### config.mk
export PLATFORM = sky130hd
export DESIGN_NAME = score_keeper
export DESIGN_NICKNAME = d
export VERILOG_FILES = /design/src/rtl/pong_pkg.sv /design/src/rtl/bcd_counter2.sv /design/src/rtl/score_keeper.sv
export SDC_FILE = /design/constraint.sdc
export NUM_CORES = 1
export LEC_CHECK = 0
export CAP_MARGIN = 10
export CORE_UTILIZATION = 50
export CTS_BUF_LIST = sky130_fd_sc_hd__clkbuf_4 sky130_fd_sc_hd__clkbuf_8
export DETAILED_ROUTE_END_ITERATION = 6
export PLACE_DENSITY = 0.69
export SETUP_SLACK_MARGIN = 0.3
export SLEW_MARGIN = 20
export SYNTH_ARGS = -nofsm -noshare
export SYNTH_HDL_FRONTEND = slang
export SYNTH_SLANG_ARGS = --single-unit
### constraint.sdc
create_clock -name clk -period 2.35 [get_ports clk]
set_input_delay 0.705 -clock clk [delete_from_list [all_inputs] [get_ports clk]]
set_output_delay 0.705 -clock clk [all_outputs]
set_load 0.005 [all_outputs]
### src/rtl/pong_pkg.sv
// rtl/pong_pkg.sv - shared types and constants for match scoring
package pong_pkg;

  typedef enum logic [1:0] {
    PLAY      = 2'd0,
    HOLDOFF   = 2'd1,
    GAME_OVER = 2'd2
  } score_state_t;

  typedef logic [3:0] bcd_t;

  localparam logic [1:0] WIN_NONE = 2'b00;
  localparam logic [1:0] WIN_P1   = 2'b01;
  localparam logic [1:0] WIN_P2   = 2'b10;

  // Two-digit BCD image of a binary value, used for elaboration-time constants.
  function automatic logic [7:0] to_bcd2(input int unsigned value);
    logic [7:0] r_bcd;
    r_bcd[7:4] = 4'((value / 10) % 10);
    r_bcd[3:0] = 4'(value % 10);
    return r_bcd;
  endfunction

endpackage

### src/rtl/bcd_counter2.sv
// rtl/bcd_counter2.sv - saturating two-digit BCD counter with synchronous clear
module bcd_counter2
  import pong_pkg::*;
(
  input  logic i_clk,
  input  logic i_rst_n,
  input  logic i_inc,
  input  logic i_clr,
  output bcd_t o_bcd0,
  output bcd_t o_bcd1
);

  bcd_t r_bcd0;
  bcd_t r_bcd1;

  always_ff @(posedge i_clk or negedge i_rst_n) begin
    if (!i_rst_n) begin
      r_bcd0 <= 4'd0;
      r_bcd1 <= 4'd0;
    end else if (i_clr) begin
      r_bcd0 <= 4'd0;
      r_bcd1 <= 4'd0;
    end else if (i_inc) begin
      // 99 holds rather than wrapping to 00
      if (r_bcd1 == 4'd9 && r_bcd0 == 4'd9) begin
        r_bcd0 <= r_bcd0;
        r_bcd1 <= r_bcd1;
      end else if (r_bcd0 == 4'd9) begin
        r_bcd0 <= 4'd0;
        r_bcd1 <= r_bcd1 + 4'd1;
      end else begin
        r_bcd0 <= r_bcd0 + 4'd1;
      end
    end
  end

  assign o_bcd0 = r_bcd0;
  assign o_bcd1 = r_bcd1;

endmodule

### src/rtl/score_keeper.sv
// rtl/score_keeper.sv - goal edge detect, BCD scores, hold-off and game-over control
module score_keeper
  import pong_pkg::*;
#(
  parameter int unsigned WIN_SCORE      = 11,
  parameter int unsigned HOLDOFF_CYCLES = 1024
) (
  input  logic       clk,
  input  logic       reset,
  input  logic       score_p1,
  input  logic       score_p2,
  input  logic       new_game,
  output bcd_t       p1_bcd0,
  output bcd_t       p1_bcd1,
  output bcd_t       p2_bcd0,
  output bcd_t       p2_bcd1,
  output logic       point_pulse,
  output logic       game_over,
  output logic [1:0] winner,
  output logic       ball_freeze
);

  // A goal wins when the score before it equals WIN_SCORE-1, so winner and
  // final digits land on the same edge.
  localparam logic [7:0]    WIN_M1_BCD = to_bcd2(WIN_SCORE - 1);
  localparam int            CW         = (HOLDOFF_CYCLES > 1) ? $clog2(HOLDOFF_CYCLES) : 1;
  localparam logic [CW-1:0] HOLD_LAST  = CW'(HOLDOFF_CYCLES - 1);

  score_state_t  r_state;
  score_state_t  w_next_state;
  logic          r_p1_q;
  logic          r_p2_q;
  logic          r_ng_q;
  logic          r_rise_p1;
  logic          r_rise_p2;
  logic [CW-1:0] r_hold_cnt;
  logic          r_point_pulse;
  logic          r_game_over;
  logic          r_ball_freeze;
  logic [1:0]    r_winner;
  logic [1:0]    w_next_winner;
  logic          w_inc_p1;
  logic          w_inc_p2;
  logic          w_clr;
  logic          w_ng_rise;
  bcd_t          w_p1_bcd0;
  bcd_t          w_p1_bcd1;
  bcd_t          w_p2_bcd0;
  bcd_t          w_p2_bcd1;

  assign w_ng_rise = new_game & ~r_ng_q;

  bcd_counter2 u_p1_cnt (
    .i_clk   (clk),
    .i_rst_n (reset),
    .i_inc   (w_inc_p1),
    .i_clr   (w_clr),
    .o_bcd0  (w_p1_bcd0),
    .o_bcd1  (w_p1_bcd1)
  );

  bcd_counter2 u_p2_cnt (
    .i_clk   (clk),
    .i_rst_n (reset),
    .i_inc   (w_inc_p2),
    .i_clr   (w_clr),
    .o_bcd0  (w_p2_bcd0),
    .o_bcd1  (w_p2_bcd1)
  );

  always_comb begin
    w_next_state  = r_state;
    w_next_winner = r_winner;
    w_inc_p1      = 1'b0;
    w_inc_p2      = 1'b0;
    w_clr         = 1'b0;
    case (r_state)
      PLAY: begin
        if (r_rise_p1 && r_rise_p2) begin
          w_next_state = HOLDOFF;
        end else if (r_rise_p1) begin
          w_inc_p1 = 1'b1;
          if ({w_p1_bcd1, w_p1_bcd0} == WIN_M1_BCD) begin
            w_next_state  = GAME_OVER;
            w_next_winner = WIN_P1;
          end else begin
            w_next_state = HOLDOFF;
          end
        end else if (r_rise_p2) begin
          w_inc_p2 = 1'b1;
          if ({w_p2_bcd1, w_p2_bcd0} == WIN_M1_BCD) begin
            w_next_state  = GAME_OVER;
            w_next_winner = WIN_P2;
          end else begin
            w_next_state = HOLDOFF;
          end
        end
      end
      HOLDOFF: begin
        if (r_hold_cnt == HOLD_LAST) w_next_state = PLAY;
      end
      GAME_OVER: begin
        if (w_ng_rise) begin
          w_clr         = 1'b1;
          w_next_winner = WIN_NONE;
          w_next_state  = PLAY;
        end
      end
      default: w_next_state = PLAY;
    endcase
  end

  always_ff @(posedge clk or negedge reset) begin
    if (!reset) begin
      r_state       <= PLAY;
      r_p1_q        <= 1'b0;
      r_p2_q        <= 1'b0;
      r_ng_q        <= 1'b0;
      r_rise_p1     <= 1'b0;
      r_rise_p2     <= 1'b0;
      r_hold_cnt    <= '0;
      r_point_pulse <= 1'b0;
      r_game_over   <= 1'b0;
      r_ball_freeze <= 1'b0;
      r_winner      <= WIN_NONE;
    end else begin
      r_p1_q        <= score_p1;
      r_p2_q        <= score_p2;
      r_ng_q        <= new_game;
      // Rises seen outside PLAY are dropped so none leaks past hold-off or game over
      r_rise_p1     <= score_p1 & ~r_p1_q & (r_state == PLAY);
      r_rise_p2     <= score_p2 & ~r_p2_q & (r_state == PLAY);
      r_hold_cnt    <= (r_state == HOLDOFF && r_hold_cnt != HOLD_LAST) ? r_hold_cnt + 1'b1 : '0;
      r_point_pulse <= w_inc_p1 | w_inc_p2;
      r_game_over   <= (w_next_state == GAME_OVER);
      r_ball_freeze <= (w_next_state != PLAY);
      r_winner      <= w_next_winner;
      r_state       <= w_next_state;
    end
  end

  assign p1_bcd0     = w_p1_bcd0;
  assign p1_bcd1     = w_p1_bcd1;
  assign p2_bcd0     = w_p2_bcd0;
  assign p2_bcd1     = w_p2_bcd1;
  assign point_pulse = r_point_pulse;
  assign game_over   = r_game_over;
  assign winner      = r_winner;
  assign ball_freeze = r_ball_freeze;

endmodule

==> run summary <==
The kind of cell with the highest combined delay along the critical path is buffers and inverters. After layout, the minimum clock period comes to 2.00 ns. STA classifies the critical path startpoint as a flop.

The number of buffers added by the clock tree synthesis step came out at 5. The net count of the finished layout is 235. Sorting the synthesized cells by how often they occur yields dfrtp_1, nor2_1, nand2_1, nand3_1. The tree built by TritonCTS fans out to 38 sinks.

Adding up every negative setup slack in the final design gives 0 ns. In the final layout, the share of cells above drive strength 1 is 10.1%. Clock-pin slew was measured on the worst setup and hold paths at 0.07 ns. After synthesis the netlist holds a flip-flop and latch count of 38. Across every metal layer, demand over resource in global routing totals 22.2%.

The initial antenna violation count came out at 0. The starting utilization of the core area came out at 52.9%. The number of flops mapped to enable cells by yosys is 0, and the count of buffer and inverter cells on the critical path is 1. The count of inserted antenna diode cells was 0. The critical path arrival was 1.30 ns; the number of maximum-capacitance constraint violations was 0.

Based on the critical path, the design can be clocked at up to 499 MHz. The setup check on the worst reg-to-reg path leaves a slack of 0.41 ns. The vertical die dimension works out to 64.7 µm. The synthesized netlist occupies a cell area of 0.00197 mm².

After synthesis, flip-flops and latches occupy 48.4% of the total area. Summed over all cells, the static leakage comes to 1.03 nW. The proportion of register bits with asynchronous set or reset after synthesis was 100%.

Dividing total power by cell area gives a power density of 688 mW/mm². The largest individual stage delay along the critical path comes from the cell clkdlybuf4s50_1. The endpoint identified for the worst register-to-register timing path is ball_freeze. The clock latency at the later pin of the worst-skew pair came out at 0.30 ns.

The type of the most critical hold path was reg2reg. The detail route stage leaves a number of antenna-violating nets equal to 0. The die is 64.7 µm wide. Worst-case hold path end point: r_rise_p2.

The synthesized area per cell works out to 10.6 µm². The first-pass GRT wire length is 6970 µm. After detailed routing, the total wire length is 4120 µm. Source of the worst hold timing path: r_p2_q. The total setup buffers inserted after CTS is 0, and the ratio of final minimum period to clock period is 85.2%.

dfrtp_1 takes more of the synthesized area than any other cell. In this run the number of H-tree levels came out at 2. The tools report the count of pins over their slew limit as 0.

The signal on the critical path passes through clkdlybuf4s50_1. The transition at the pin with the smallest max-transition slack is 0.474 ns. Setup violations remaining at the end of the flow were counted as 0. The run gives 1521 as the via count of the routed design. The largest single stage delay on the critical path is 0.54 ns. The run finished with clean final reports. Across all hold checks on the routed design, the worst slack comes to 0.412 ns. The average routed wire per standard cell came out at 15.5 µm. The logs give 111 for the number of DRC violations after detailed-routing iteration 0 and 0.00419 mm² for the die outline area. The final weighted congestion of routability-driven global placement is 0.817. The tools report the clock tree root buffer cell as clkbuf_8. Core footprint: 0.00372 mm².

The count of cells along the worst register-to-register path is 6, and the number of fill cells is 313. Setup repair after global routing left no endpoint under its margin. For this run the aggregate overflow at the end of global routing stands at 0.

The startpoint identified for the worst register-to-register timing path is u_p2_cnt.o_bcd0[0]. After detailed routing, the number of remaining DRC violations is 0. Synthesis handed over a netlist of 185 instances. VDD sags by at most 0.397 mV. Number of global-route vias before repair: 1589. In the routed layout, each cell is associated on average with a via count of 5.72. By area the synthesized netlist is led by dfrtp_1, ha_1, xor2_1.

Of all nets on the critical path, the largest fanout is 7. The run gives 0.0106 ns as the largest clock skew in the final design. The distinct cell type count after synthesis is 44. In the post-synthesis netlist, the cell with the most instances is dfrtp_1. The number of nets in the synthesized netlist is 201. The number of placement rows was 22; the count of TritonRoute iterations in the first routing pass was 4. In this run the tightest slew margin relative to its limit is 68.4%. For the endpoint required time on the critical path, the log shows 1.64 ns. TritonCTS built the clock tree.

The cell depth of the worst min-delay path is 1, and the worst-case clock buffer depth is 2. In this run the tool buffered the top-level ports with 25 buffer cells. Number of ports placed on the die boundary: 26.

Category of the most critical setup path: reg2out. The hold violation count in the final report came out at 0. Detailed placement ended at an HPWL of 3000 µm. The Yosys step of the flow raised 0 warnings. After synthesis, the largest area contributor takes up 48.4% of total cell area. Among all flip-flop cells after synthesis, the most frequent one is dfrtp_1.

The relative area change from synthesis to final layout is 21.1%. The kind of capture point of the worst setup path was an output pin. The run gives 39 as the maximum number of pins on one net before global-route repair.
==> cell usage in the layout (no fill, tap or decap), drive strengths merged, types with 2 or more instances in the layout <==
cell type,synthesis,final
or2,3,3
o21bai,2,2
ha,11,11
nor2,19,19
clkdlybuf4s50,0,24
nand4,4,4
nand3,14,14
nor3b,2,2
buf,1,7
xor2,11,11
o21ai,2,2
or4,2,2
o211ai,2,2
nor2b,2,2
nand3b,3,3
o31ai,2,2
nor4b,2,2
dfrtp,38,38
or4b,2,2
a221o,3,3
nand2,12,12
clkbuf,3,6
and2,2,2
nor3,4,4
inv,9,9
nand2b,3,3
and3b,2,2
a21oi,7,7
and4,3,3
a211o,2,2
==> repair_timing <==
| action | CTS | global route |
|---|---|---|
| setup endpoints to repair | 0 | 1 |
| gates resized for setup | 0 | 1 |
| hold buffers | 0 | 0 |
==> worst max-delay path by stage <==
stage | from | end | depth (start not counted)
finish | u_p2_cnt.o_bcd0[0] | p2_bcd0[0] | 1
global route | u_p2_cnt.o_bcd0[0] | p2_bcd0[0] | 1
CTS | u_p1_cnt.o_bcd0[0] | p1_bcd0[0] | 1
detailed placement | new_game | u_p2_cnt.o_bcd1[3] | 6
global placement | new_game | u_p2_cnt.o_bcd1[3] | 6
floorplan | u_p2_cnt.o_bcd0[0] | winner[0] | 6
==> logic make-up after synthesis <==
family | after synthesis | share of synthesized area [%]
AND/OR/NAND/NOR | 83 | 26.1
adder cells (fa/ha/maj) | 11 | 7.00
XOR/XNOR | 12 | 5.35
buffers and inverters | 13 | 2.67
AO/OA/AOI/OAI | 27 | 9.99
multiplexers | 1 | 0.509
flip-flops | 38 | 48.4
==> per-stage QoR <==
step	util (%)	area, µm²	setup WS [ns]	instances	power, mW
floorplan	-	1970	0.604	185	1.04
global placement	61.8	2300	0.201	260	1.18
CTS	64.0	2380	0.341	266	1.65
detailed placement	61.8	2300	0.173	260	1.21
finish	64.1	2380	0.348	266	1.64
global route	64.1	2380	0.302	266	1.73
==> state kept, by name, summed over array words and instances, names as in the netlist, 2 cells and up <==
register and flops:
r_hold_cnt 10, u_p1_cnt.o_bcd0 4, u_p1_cnt.o_bcd1 4, u_p2_cnt.o_bcd0 4, u_p2_cnt.o_bcd1 4, r_state 2
winner 2
==> final cells by class <==
| cell class | instances | area [µm²] | area share (%) |
|---|---|---|---|
| Multi-Input combinational cell | 134 | 962 | 40.4 |
| Sequential cell | 38 | 952 | 40.0 |
| Timing Repair Buffer | 31 | 290 | 12.2 |
| Clock buffer | 6 | 82.6 | 3.47 |
| Tap cell | 48 | 60.1 | 2.52 |
| Inverter | 9 | 33.8 | 1.42 |
==> routing by layer <==
metal / vias up / global-route usage (%) / part of all wire [%]
met2: 41 / 36.8 / 49
li1: 726 / - / -
met5: - / 0 / 0
met3: 6 / 7.04 / 4.8
met4: 0 / 7.78 / 1.4
met1: 748 / 27.0 / 45
==> where the power goes <==
group	total (mW)	internal, mW	leakage [nW]	switching [mW]
sequential	0.855	0.741	0.448	0.114
combinational	0.345	0.185	0.537	0.159
clock	0.439	0.226	0.0431	0.213
total	1.64	1.15	1.03	0.487
No activity file was read; power rests on OpenSTA's default activity.
